**config.mk**
```make
export PLATFORM = sky130hd
export DESIGN_NAME = data_mem_hs_flat
export DESIGN_NICKNAME = d
export VERILOG_FILES = /design/src/rtl/data_mem_hs_if.sv /design/src/rtl/data_mem_hs.sv /design/src/flat_wrapper.sv
export SDC_FILE = /design/constraint.sdc
export NUM_CORES = 1
export LEC_CHECK = 0
export CORE_MARGIN = 1
export CORE_UTILIZATION = 55
export CTS_BUF_LIST = sky130_fd_sc_hd__clkbuf_8
export CTS_CLUSTER_SIZE = 20
export DETAILED_ROUTE_END_ITERATION = 8
export PLACE_DENSITY = 0.75
export RECOVER_POWER = 50
export SYNTH_ARGS = -nofsm -noshare
export SYNTH_HDL_FRONTEND = slang
export SYNTH_SLANG_ARGS = --single-unit
```
**constraint.sdc**
```tcl
create_clock -name clk -period 2.4 [get_ports clk]
set_input_delay 0.24 -clock clk [delete_from_list [all_inputs] [get_ports clk]]
set_output_delay 0.24 -clock clk [all_outputs]
set_load 0.03 [all_outputs]
```
**src/rtl/data_mem_hs_if.sv**
```systemverilog
// data_mem_hs_if: request/response bundle for data_mem_hs.
// master = LSU side (drives req_*, rsp_ready), slave = memory side.
interface data_mem_hs_if #(
  parameter int ADDR_W = 32,
  parameter int CNT_W  = 16
);
  logic              req_valid;
  logic              req_ready;
  logic              req_we;
  logic [1:0]        req_size;
  logic              req_signed;
  logic [ADDR_W-1:0] req_addr;
  logic [31:0]       req_wdata;
  logic              rsp_valid;
  logic              rsp_ready;
  logic [31:0]       rsp_rdata;
  logic              rsp_err;
  logic [CNT_W-1:0]  err_cnt;

  modport master (
    output req_valid, req_we, req_size,
    output req_signed, req_addr, req_wdata,
    output rsp_ready,
    input  req_ready, rsp_valid, rsp_rdata,
    input  rsp_err, err_cnt
  );

  modport slave (
    input  req_valid, req_we, req_size,
    input  req_signed, req_addr, req_wdata,
    input  rsp_ready,
    output req_ready, rsp_valid, rsp_rdata,
    output rsp_err, err_cnt
  );
endinterface

```
**src/rtl/data_mem_hs.sv**
```systemverilog
// data_mem_hs: byte-addressable data memory, valid/ready req/rsp,
// sub-word loads/stores, alignment/range error response, sat. err count.
// Ports: clk, rst (async high), bus (data_mem_hs_if.slave).
module data_mem_hs #(
  parameter int DEPTH_WORDS = 32,
  parameter int ADDR_W      = 32,
  parameter int CNT_W       = 16
) (
  input  logic         clk,
  input  logic         rst,
  data_mem_hs_if.slave bus
);
  localparam int BYTE_W = $clog2(4 * DEPTH_WORDS);
  localparam int IDX_W  = BYTE_W - 2;

  logic             r_valid;
  logic             r_err;
  logic [31:0]      r_rdata;
  logic [CNT_W-1:0] r_cnt;

  logic             w_acc;
  logic             w_oor;
  logic             w_misal;
  logic             w_err;
  logic             w_wr;
  logic [1:0]       w_lane;
  logic [IDX_W-1:0] w_idx;
  logic [3:0]       w_be;
  logic [31:0]      w_wlane;
  logic [31:0]      w_rword;
  logic [7:0]       w_b;
  logic [15:0]      w_h;
  logic [31:0]      w_ld;

  // One-entry response slot; a drain and a new accept may share an edge.
  assign bus.req_ready = !r_valid || bus.rsp_ready;
  assign w_acc  = bus.req_valid && bus.req_ready;
  assign w_lane = bus.req_addr[1:0];
  assign w_idx  = bus.req_addr[BYTE_W-1:2];

  if (ADDR_W > BYTE_W) begin : g_hi
    assign w_oor = |bus.req_addr[ADDR_W-1:BYTE_W];
  end else begin : g_nohi
    assign w_oor = 1'b0;
  end

  always_comb begin
    w_misal = 1'b0;
    case (bus.req_size)
      2'b01:   w_misal = w_lane[0];
      2'b10:   w_misal = |w_lane;
      default: w_misal = 1'b0;
    endcase
  end

  assign w_err = (bus.req_size == 2'b11) || w_misal || w_oor;

  // Store data is replicated across lanes; byte enables pick the lanes.
  always_comb begin
    w_be    = 4'b0000;
    w_wlane = bus.req_wdata;
    case (bus.req_size)
      2'b00: begin
        w_be    = 4'b0001 << w_lane;
        w_wlane = {4{bus.req_wdata[7:0]}};
      end
      2'b01: begin
        w_be    = w_lane[1] ? 4'b1100 : 4'b0011;
        w_wlane = {2{bus.req_wdata[15:0]}};
      end
      2'b10: begin
        w_be    = 4'b1111;
        w_wlane = bus.req_wdata;
      end
      default: begin
        w_be    = 4'b0000;
        w_wlane = bus.req_wdata;
      end
    endcase
  end

  // Reset gates the write so an edge during rst never commits.
  assign w_wr = w_acc && !w_err && bus.req_we && !rst;

  for (genvar g = 0; g < 4; g++) begin : g_bank
    logic [7:0] r_bank [DEPTH_WORDS];

    always_ff @(posedge clk) begin
      if (w_wr && w_be[g])
        r_bank[w_idx] <= w_wlane[g*8 +: 8];
    end

    assign w_rword[g*8 +: 8] = r_bank[w_idx];
  end

  assign w_b = w_rword[{w_lane, 3'b000} +: 8];
  assign w_h = w_lane[1] ? w_rword[31:16] : w_rword[15:0];

  always_comb begin
    w_ld = w_rword;
    case (bus.req_size)
      2'b00:   w_ld = {{24{bus.req_signed & w_b[7]}}, w_b};
      2'b01:   w_ld = {{16{bus.req_signed & w_h[15]}}, w_h};
      default: w_ld = w_rword;
    endcase
  end

  always_ff @(posedge clk or posedge rst) begin
    if (rst) begin
      r_valid <= 1'b0;
      r_err   <= 1'b0;
      r_rdata <= '0;
      r_cnt   <= '0;
    end else if (w_acc) begin
      r_valid <= 1'b1;
      r_err   <= w_err;
      r_rdata <= (w_err || bus.req_we) ? '0 : w_ld;
      if (w_err && !(&r_cnt))
        r_cnt <= r_cnt + CNT_W'(1);
    end else if (bus.rsp_ready) begin
      r_valid <= 1'b0;
    end
  end

  assign bus.rsp_valid = r_valid;
  assign bus.rsp_err   = r_err;
  assign bus.rsp_rdata = r_rdata;
  assign bus.err_cnt   = r_cnt;
endmodule

```
**src/flat_wrapper.sv**
```systemverilog
// flat-port wrapper written by rule: the top's interface ports become plain ports
module data_mem_hs_flat 
#(
  parameter int DEPTH_WORDS = 32,
  parameter int ADDR_W      = 32,
  parameter int CNT_W       = 16
)
  (clk, rst, bus_req_valid, bus_req_we, bus_req_size, bus_req_signed, bus_req_addr, bus_req_wdata, bus_rsp_ready, bus_req_ready, bus_rsp_valid, bus_rsp_rdata, bus_rsp_err, bus_err_cnt);
  data_mem_hs_if #(.ADDR_W(ADDR_W), .CNT_W(CNT_W)) bus_i ();
  input  logic clk;
  input  logic rst;
  input wire logic [$bits(bus_i.req_valid)-1:0] bus_req_valid;
  input wire logic [$bits(bus_i.req_we)-1:0] bus_req_we;
  input wire logic [$bits(bus_i.req_size)-1:0] bus_req_size;
  input wire logic [$bits(bus_i.req_signed)-1:0] bus_req_signed;
  input wire logic [$bits(bus_i.req_addr)-1:0] bus_req_addr;
  input wire logic [$bits(bus_i.req_wdata)-1:0] bus_req_wdata;
  input wire logic [$bits(bus_i.rsp_ready)-1:0] bus_rsp_ready;
  output wire logic [$bits(bus_i.req_ready)-1:0] bus_req_ready;
  output wire logic [$bits(bus_i.rsp_valid)-1:0] bus_rsp_valid;
  output wire logic [$bits(bus_i.rsp_rdata)-1:0] bus_rsp_rdata;
  output wire logic [$bits(bus_i.rsp_err)-1:0] bus_rsp_err;
  output wire logic [$bits(bus_i.err_cnt)-1:0] bus_err_cnt;
  assign bus_i.req_valid = bus_req_valid;
  assign bus_i.req_we = bus_req_we;
  assign bus_i.req_size = bus_req_size;
  assign bus_i.req_signed = bus_req_signed;
  assign bus_i.req_addr = bus_req_addr;
  assign bus_i.req_wdata = bus_req_wdata;
  assign bus_i.rsp_ready = bus_rsp_ready;
  assign bus_req_ready = bus_i.req_ready;
  assign bus_rsp_valid = bus_i.rsp_valid;
  assign bus_rsp_rdata = bus_i.rsp_rdata;
  assign bus_rsp_err = bus_i.rsp_err;
  assign bus_err_cnt = bus_i.err_cnt;
  data_mem_hs #(.DEPTH_WORDS(DEPTH_WORDS), .ADDR_W(ADDR_W), .CNT_W(CNT_W)) u_core (.clk(clk), .rst(rst), .bus(bus_i));
endmodule
```
==> summary.md, run 1 <==
| Metric | Value |
|---|---|
| Largest family of logic cells by synthesized area | multiplexers |
| Avg Inst Size Synth | 20.0 µm² |
| Final Skew | 0.0437 ns |
| Mapped cell area | 0.0423 mm² |
| Filler instances | 4,587 |
| Worst r2r dst | u_core.bus.rsp_rdata[16] |
| Worst Path Max Fanout | 8 |
| Synthesis Warnings | 0 |
| Hold/Removal Path Class | input pin to flip-flop |
| Final Cell Area | 0.0520 mm² |
| Max Cap Violations | 8 |
| Synth Register Bits | 1,074 |
| Die X | 279 µm |
| RSZ-0062 raised after global routing | true |
| WS Path Type | flip-flop to flip-flop |
| Min setup slack post-route | -0.0505 ns |
| Synth area leaders | edfxtp_1, mux4_2, dfrtp_1 |
| Number of cell rows | 101 |
| Max Transition Viols Final | 264 |
| GR Overflow Total | 0 |
| Worst Setup SP | u_core.g_bank[1].r_bank[30][7] |
| Worst-Skew Late Latency | 0.83 ns |
| Req. time, crit path | 3.10 ns |
| Min-delay src | bus_rsp_ready |
| Syn_nets | 2,190 |
| First DRT Iteration DRCs | 3,239 |
| CTS Buf Count | 161 |
| First-pass GRT wire length | 175,000 µm |
| Achievable frequency | 408 MHz |
| Final setup violation count | 21 |
| Worst setup SP type | flip-flop |
| Seq/Total Area, Yosys | 0.757 |
| Layout area overhead | 23.0% |
| Synth Area in Adders | 0.00148 |
| Least-Margin Pin Slew | 1.90 ns |
| Crit end category | flip-flop |
| Overall global routing resource usage | 0.318 |
| Crit-path max cell delay | 0.50 ns |
| P_leak | 17.2 nW |
| Worst reg2reg path depth | 9 |
| CP max-delay cell | edfxtp_1 |
| Reg2reg setup slack | -0.05 ns |
| Routed wire length | 122,000 µm |
| Htree depth | 4 |
| Vias | 25,100 |
| Post-layout minimum cycle time | 2.45 ns |
| Mux contribution to synthesized area | 0.139 |
| Post-DP HPWL | 83,700 µm |
| Final period utilization | 1.02 |
| Synth Flop Type | edfxtp_1 |
| Post-Synth Simple-Gate Area | 0.0359 |
| Core Footprint | 0.0759 mm² |
| Seq. cell area | 0.0320 mm² |
| I/O Pins | 123 |
| Asr flop ratio synth | 0.0466 |
| Vias in the first global route | 24,800 |
| Worst R2R Start | u_core.g_bank[1].r_bank[30][7] |
| DR WL/cell | 31.8 µm |
| Status | finished with violations |
| Worst IR drop on VDD | 0.000494 V |
| Failing checks | max-capacitance violations, max-slew violations, negative setup slack |
| Slew HR | -0.269 |
| # nets final | 2,747 |
| Vias/cell | 6.54 |
| CP top delay family | compound AO/OA/AOI/OAI gates |
| Final Hold Fails | 0 |
| Leading area contributor after synthesis | edfxtp_1 |
| Die ar. | 0.0780 mm² |
| Worst-path clk slew | 0.06 ns |
| Die H | 279 µm |
| Final Wtd Congestion | 0.984 |
| Worst hold path depth | 3 |
| Compound-Gate Fraction of Synth Area | 0.0449 |
| ANT nets after route | 0 |
| DP Worst Slack | -0.826 ns |
| Hold WS | 0.112 ns |
| Synth cell types | 61 |
| Power Dens Cells | 741 mW/mm² |
| Top-count cell post-synth | edfxtp_1 |
| Initial Util | 0.556 |
| Crit path depth | 9 |
| Worst Setup EP | u_core.bus.rsp_rdata[16] |
| Worst-path cell chain | mux2_4 > a22oi_2 > a2bb2oi_2 > o211ai_1 > buf_4 > o211ai_4 > a31oi_4 > clkbuf_16 > a221o_1 |
| Worst Path Buf+Inv | 2 |
| Multi-input combinational cell area | 0.0107 mm² |
| Commonest cells in the netlist | edfxtp_1, mux4_2, nor2_1 |
| Xor/xnor share of the synthesized area | 0.00311 |
| Placed Area | 0.0490 mm² |
| Root Buffer | clkbuf_8 |
| Top-area cell type share of the netlist area | 0.728 |
| Post-synth EDFFs | 1,024 |
| Antenna violations before repair | 2 |
| First drt pass iteration count | 7 |
| Layout cell share with drive strength beyond 1 | 0.356 |
| Synthesized instance count | 2,113 |
| DRC viols | 0 |
| CTS tree | yes |
| IO buf count | 122 |
| Largest net degree at the start of global routing | 33 |
| Worst EP arrival | 3.15 ns |
| Clock Path Buffers | 3 |
| Clock sink total | 1,074 |
-- repair_timing --
| action | 4_1_cts | 5_1_grt |
|---|---|---|
| gates cloned | 0 | 1 |
| setup buffers | 3 | 3 |
| endpoints found under the hold margin | 21 | 0 |
| resized for setup | 26 | 22 |
| hold buffers | 1 | 0 |
| pin swaps | 4 | 35 |
| setup endpoints to repair | 48 | 996 |
-- cells by family (layout without fill, tap and decap cells) --
group	count (synthesis)	in the layout
buffers and inverters	134	818
AOI/OAI and AO/OA	251	251
other	0	3
xor gates and xnor gates	15	15
and+or+nand+nor	337	337
adders and majority gates	5	5
DFF	1074	1074
muxes	297	297
-- state kept, by name, summed over array words and instances (netlist names) --
register and cells:
u_core.bus.err_cnt 16, u_core.bus.rsp_err 1, u_core.bus.rsp_rdata 32, u_core.bus.rsp_valid 1
u_core.g_bank.r_bank 1024
-- through the flow --
step / power (W) / util / setup TNS (ns) / instances
3_5_place_dp: 0.0244 / 0.645 / -979.73 / 3532
2_1_floorplan: 0.0226 / - / 0 / 2113
3_3_place_gp: 0.0243 / 0.645 / -977.91 / 3532
6_report: 0.0385 / 0.684 / -0.352 / 3830
4_1_cts: 0.0387 / 0.687 / 0 / 3824
5_1_grt: 0.0395 / 0.684 / -5.28 / 3829
-- worst min-delay path by stage --
stage / end / slack (ns)
after detailed placement: u_core.bus.rsp_rdata[26] / 0.48
after floorplan: u_core.g_bank[0].r_bank[0][0] / 0.34
after global placement: u_core.bus.err_cnt[7] / 0.48
after CTS: u_core.bus.rsp_valid / 0.07
after global routing: u_core.bus.rsp_valid / 0.09
final: u_core.bus.rsp_valid / 0.11
-- where the power goes --
group / internal [W] / switching (W) / total [W]
Sequential: 0.0207 / 0.0000859 / 0.0208
Combinational: 0.00124 / 0.00190 / 0.00314
Clock: 0.00748 / 0.00705 / 0.0145
-- per-layer routing --
metal,global-route usage,vias up,part of all wire
li1,-,9945,-
met3,0.0973,352,0.14
met5,0.00438,-,0.0015
met4,0.141,4,0.046
met1,0.445,12600,0.36
met2,0.464,2162,0.45
-- area by class of cell --
cell class | instances | area share
Tap cell | 1030 | 0.0248
Clock buffer | 164 | 0.0434
Timing Repair Buffer | 519 | 0.0931
Multi-Input combinational cell | 905 | 0.206
Sequential cell | 1074 | 0.616
Inverter | 9 | 0.000650
Antenna cell | 3 | 0.000144
Clock inverter | 126 | 0.0160
-- worst reg2reg max path: stages, from the launching register on --
cell	delay, ns
edfxtp_1	0.50
mux2_4	0.31
a22oi_2	0.18
a2bb2oi_2	0.19
o211ai_1	0.19
buf_4	0.20
o211ai_4	0.17
a31oi_4	0.14
clkbuf_16	0.20
a221o_1	0.26
-- cells in the final DEF, fill, tap and decap left out, types with 9 or more instances in the layout --
cell type,instances
edfxtp_1,1024
buf_4,294
mux4_2,211
clkbuf_8,164
nor2_4,120
clkdlybuf4s50_1,103
a22oi_1,90
nand2_1,73
mux2i_1,58
buf_12,53
inv_1,50
dfrtp_1,50
clkinv_1,32
nor2_1,31
clkinv_2,29
nand4_1,26
o22ai_1,23
clkbuf_4,22
o21ai_0,19
a22o_1,19
dlygate4sd3_1,18
mux4_1,16
a221o_1,16
a22oi_2,15
xnor2_1,14
nor3_1,13
clkbuf_1,13
nand3_1,12
a211o_1,12
bufinv_16,10
nor2_2,9
clkinvlp_4,9
No activity file was read; power rests on OpenSTA's default activity.
==> run 2: changes to the inputs <==
PLACE_DENSITY = 0.72   (was 0.75)
clock period = 2.57 ns   (was 2.4 ns; I/O delays follow)
==> run 2 against run 1 <==
  * The flow still finishes with violations (max-capacitance violations, max-slew violations, negative setup slack)
  * Register-to-register slack better by 0.11 ns
  * Worst hold slack lost 0.021 ns
  * Wire length down 2.0%
  * Sequential power is 6% lower
  * Die area is the same
  * Clock power is 8% lower
  * Largest power group unchanged
==> summary.md, run 2 (synthesis results as in run 1) <==
| Metric | Value |
|---|---|
| Status | finished with violations |
| Final Hold Fails | 0 (unchanged) |
| Overall global routing resource usage | 0.313 (-0.00520) |
| Met2 routed WL | 54,500 µm (about the same) |
| Min-delay src | bus_req_valid |
| Hold Path Sink | u_core.bus.rsp_valid |
| Worst EP arrival | 3.16 ns (about the same) |
| Hold/Removal Path Class | input pin to flip-flop |
| Worst r2r dst | u_core.bus.rsp_rdata[16] |
| Commonest non-fill, non-tap cell in the layout | edfxtp_1 |
| Metal-1 WL | 45,100 µm (+2.3%) |
| Post-layout minimum cycle time | 2.61 ns |
| Core Footprint | 0.0759 mm² (unchanged) |
| Power Dens Cells | 686 mW/mm² (-7.4%) |
| Placed Area | 0.0493 mm² (+0.61%) |
| CTS Buf Count | 163 (+1.2%) |
| I/O Pins | 123 (unchanged) |
| Die ar. | 0.0780 mm² (unchanged) |
| Post-DP HPWL | 83,300 µm (-0.46%) |
| Root Buffer | clkbuf_8 |
| Crit-path max cell delay | 1.52 ns (+1.02 ns) |
| Reg2reg setup slack | 0.06 ns (+0.11 ns) |
| Worst setup SP type | input pin |
| Achievable frequency | 384 MHz |
| ANT nets after route | 0 (unchanged) |
| Top reg by flops | u_core.g_bank.r_bank |
| DP Worst Slack | -0.676 ns (+0.150 ns) |
| Worst Path Buf+Inv | 3 (+1) |
| Clock sink total | 1,074 (unchanged) |
| Final Util | 0.685 (about the same) |
| # nets final | 2,819 (+2.6%) |
| CTS tree | yes |
| Max Transition Viols Final | 127 (-52%) |
| Final period utilization | 1.01 |
| DRC viols | 0 (unchanged) |
| CP max-delay cell | clkbuf_1 |
| Least-Margin Pin Slew | 2.16 ns (+0.257 ns) |
| First-pass GRT wire length | 172,000 µm (-1.7%) |
| Largest net degree at the start of global routing | 36 (+9.1%) |
| Final Wtd Congestion | 0.987 (+0.31%) |
| Routed wire length | 120,000 µm (-2.0%) |
| Max Cap Violations | 4 (-4) |
| DR WL met3 | 14,200 µm (-19%) |
| Worst-path clk slew | 0.06 ns (about the same) |
| Worst Path Max Fanout | 35 (+27) |
| WS Path Type | input pin to flip-flop |
| Number of flip-flops in the largest register | 1,024 (unchanged) |
| Worst-path cell chain | dlygate4sd3_1 > clkbuf_1 > mux2_2 > buf_4 |
| Die H | 279 µm (unchanged) |
| Worst-Skew Late Latency | 0.83 ns (about the same) |
| Vias/cell | 6.39 (-2.3%) |
| Slew HR | -0.441 (-0.172) |
| Number of cell rows | 101 (unchanged) |
| Worst IR drop on VDD | 0.000401 V (-19%) |
| Layout cell share with drive strength beyond 1 | 0.344 (-0.0115) |
| Htree depth | 4 (unchanged) |
| Final setup violation count | 47 (+120%) |
| CP top delay family | buffers and inverters |
| Non-Filler Instances | 3,907 (+2.0%) |
| Failing checks | max-capacitance violations, max-slew violations, negative setup slack |
| Worst Setup SP | bus_req_wdata[6] |
| Vias in the first global route | 24,900 (+0.26%) |
| Initial Util | 0.556 (unchanged) |
| P_leak | 17.6 nW (+2.1%) |
| Vias | 25,000 (-0.38%) |
| Min setup slack post-route | -0.0356 ns (+0.0150 ns) |
| Die X | 279 µm (unchanged) |
| DR WL/cell | 30.6 µm (-3.9%) |
| Worst reg2reg path depth | 9 (unchanged) |
| First DRT Iteration DRCs | 3,300 (+1.9%) |
| Placed instance count | 3,604 (+2.0%) |
| IO buf count | 122 (unchanged) |
| Antenna violations before repair | 4 (+2) |
| Crit end category | flip-flop |
| Clock Path Buffers | 3 (unchanged) |
| Most frequent cells in the layout | edfxtp_1, buf_4, mux4_2, clkbuf_8, clkdlybuf4s50_1 |
| Worst hold path depth | 2 (-1) |
| GR Overflow Total | 0 (unchanged) |
| First drt pass iteration count | 6 (-1) |
| Highest metal used | met5 |
| Worst R2R Start | u_core.g_bank[3].r_bank[21][7] |
| Final Skew | 0.0351 ns (-0.00865 ns) |
| Final Cell Area | 0.0520 mm² (about the same) |
| Layout area overhead | 23.1% (about the same) |
| Req. time, crit path | 3.13 ns (+0.03 ns) |
[run 2: cell types whose count changed in the layout (fill, tap and decap cells not counted), moves of 8 or more]
| cell | change |
|---|---|
| a22oi_1 | +12 |
| a22oi_2 | -12 |
| buf_12 | +19 |
| buf_4 | +53 |
| clkbuf_1 | +8 |
| clkbuf_4 | -8 |
| nor2_1 | +37 |
| nor2_2 | +43 |
| nor2_4 | -80 |
[run 2: worst max path at each step]
stage,endpoint,slack (ns),cells after the start
after CTS,u_core.bus.rsp_rdata[3],0.009,9
after detailed placement,u_core.bus.rsp_rdata[19],-0.68,13
final,u_core.g_bank[2].r_bank[11][6],-0.04,4
after global placement,u_core.g_bank[2].r_bank[28][0],-0.73,12
after global routing,u_core.bus.rsp_rdata[3],-0.005,9
after floorplan,u_core.g_bank[3].r_bank[5][0],-0.01,8
[run 2: layer usage]
metal	track usage	vias to the layer above
met2	0.466	1769
met4	0.144	6
met5	0	-
met1	0.431	12700
li1	-	10100
met3	0.0900	344
[run 2: power by group]
group | internal [W] | switching (W)
clock network | 0.00678 | 0.00667
registers | 0.0194 | 0.0000762
logic | 0.00108 | 0.00168
[run 2: worst register-to-register path: stages, from the launching register on]
cell and delay, ns:
edfxtp_1 0.38, mux4_2 0.56, nor4b_1 0.19, a21oi_1 0.19
o2111ai_1 0.20, buf_4 0.20, o211ai_2 0.08, a31oi_4 0.12
buf_12 0.17, a221o_1 0.32
[run 2: timing repair]
action                                 CTS  global route
endpoints found under the hold margin   25             0
setup endpoints to repair                3             6
pin swaps                                1             2
setup buffers                            2             0
resized for setup                        3             5
hold buffers                             1             0
[run 2: area by class of cell]
cell class / count / area [µm²]
fillers: 4693 / 23900
repair buffers: 589 / 5540
clock inverters: 128 / 772
well taps: 1030 / 1290
inverters: 9 / 33.8
flip-flops and latches: 1074 / 32000
multi-input cells: 905 / 10000
diodes: 1 / 2.50
clock buffers: 171 / 2350
[run 2: through the flow]
step	TNS [ns]	total power (W)	hold slack (ns)
after global routing	-0.00507	0.0367	0.0641
after floorplan	-4.54	0.0211	0.356
after detailed placement	-651.79	0.0227	0.491
final	-0.665	0.0357	0.0909
after CTS	0	0.0359	0.0313
after global placement	-710.33	0.0226	0.474
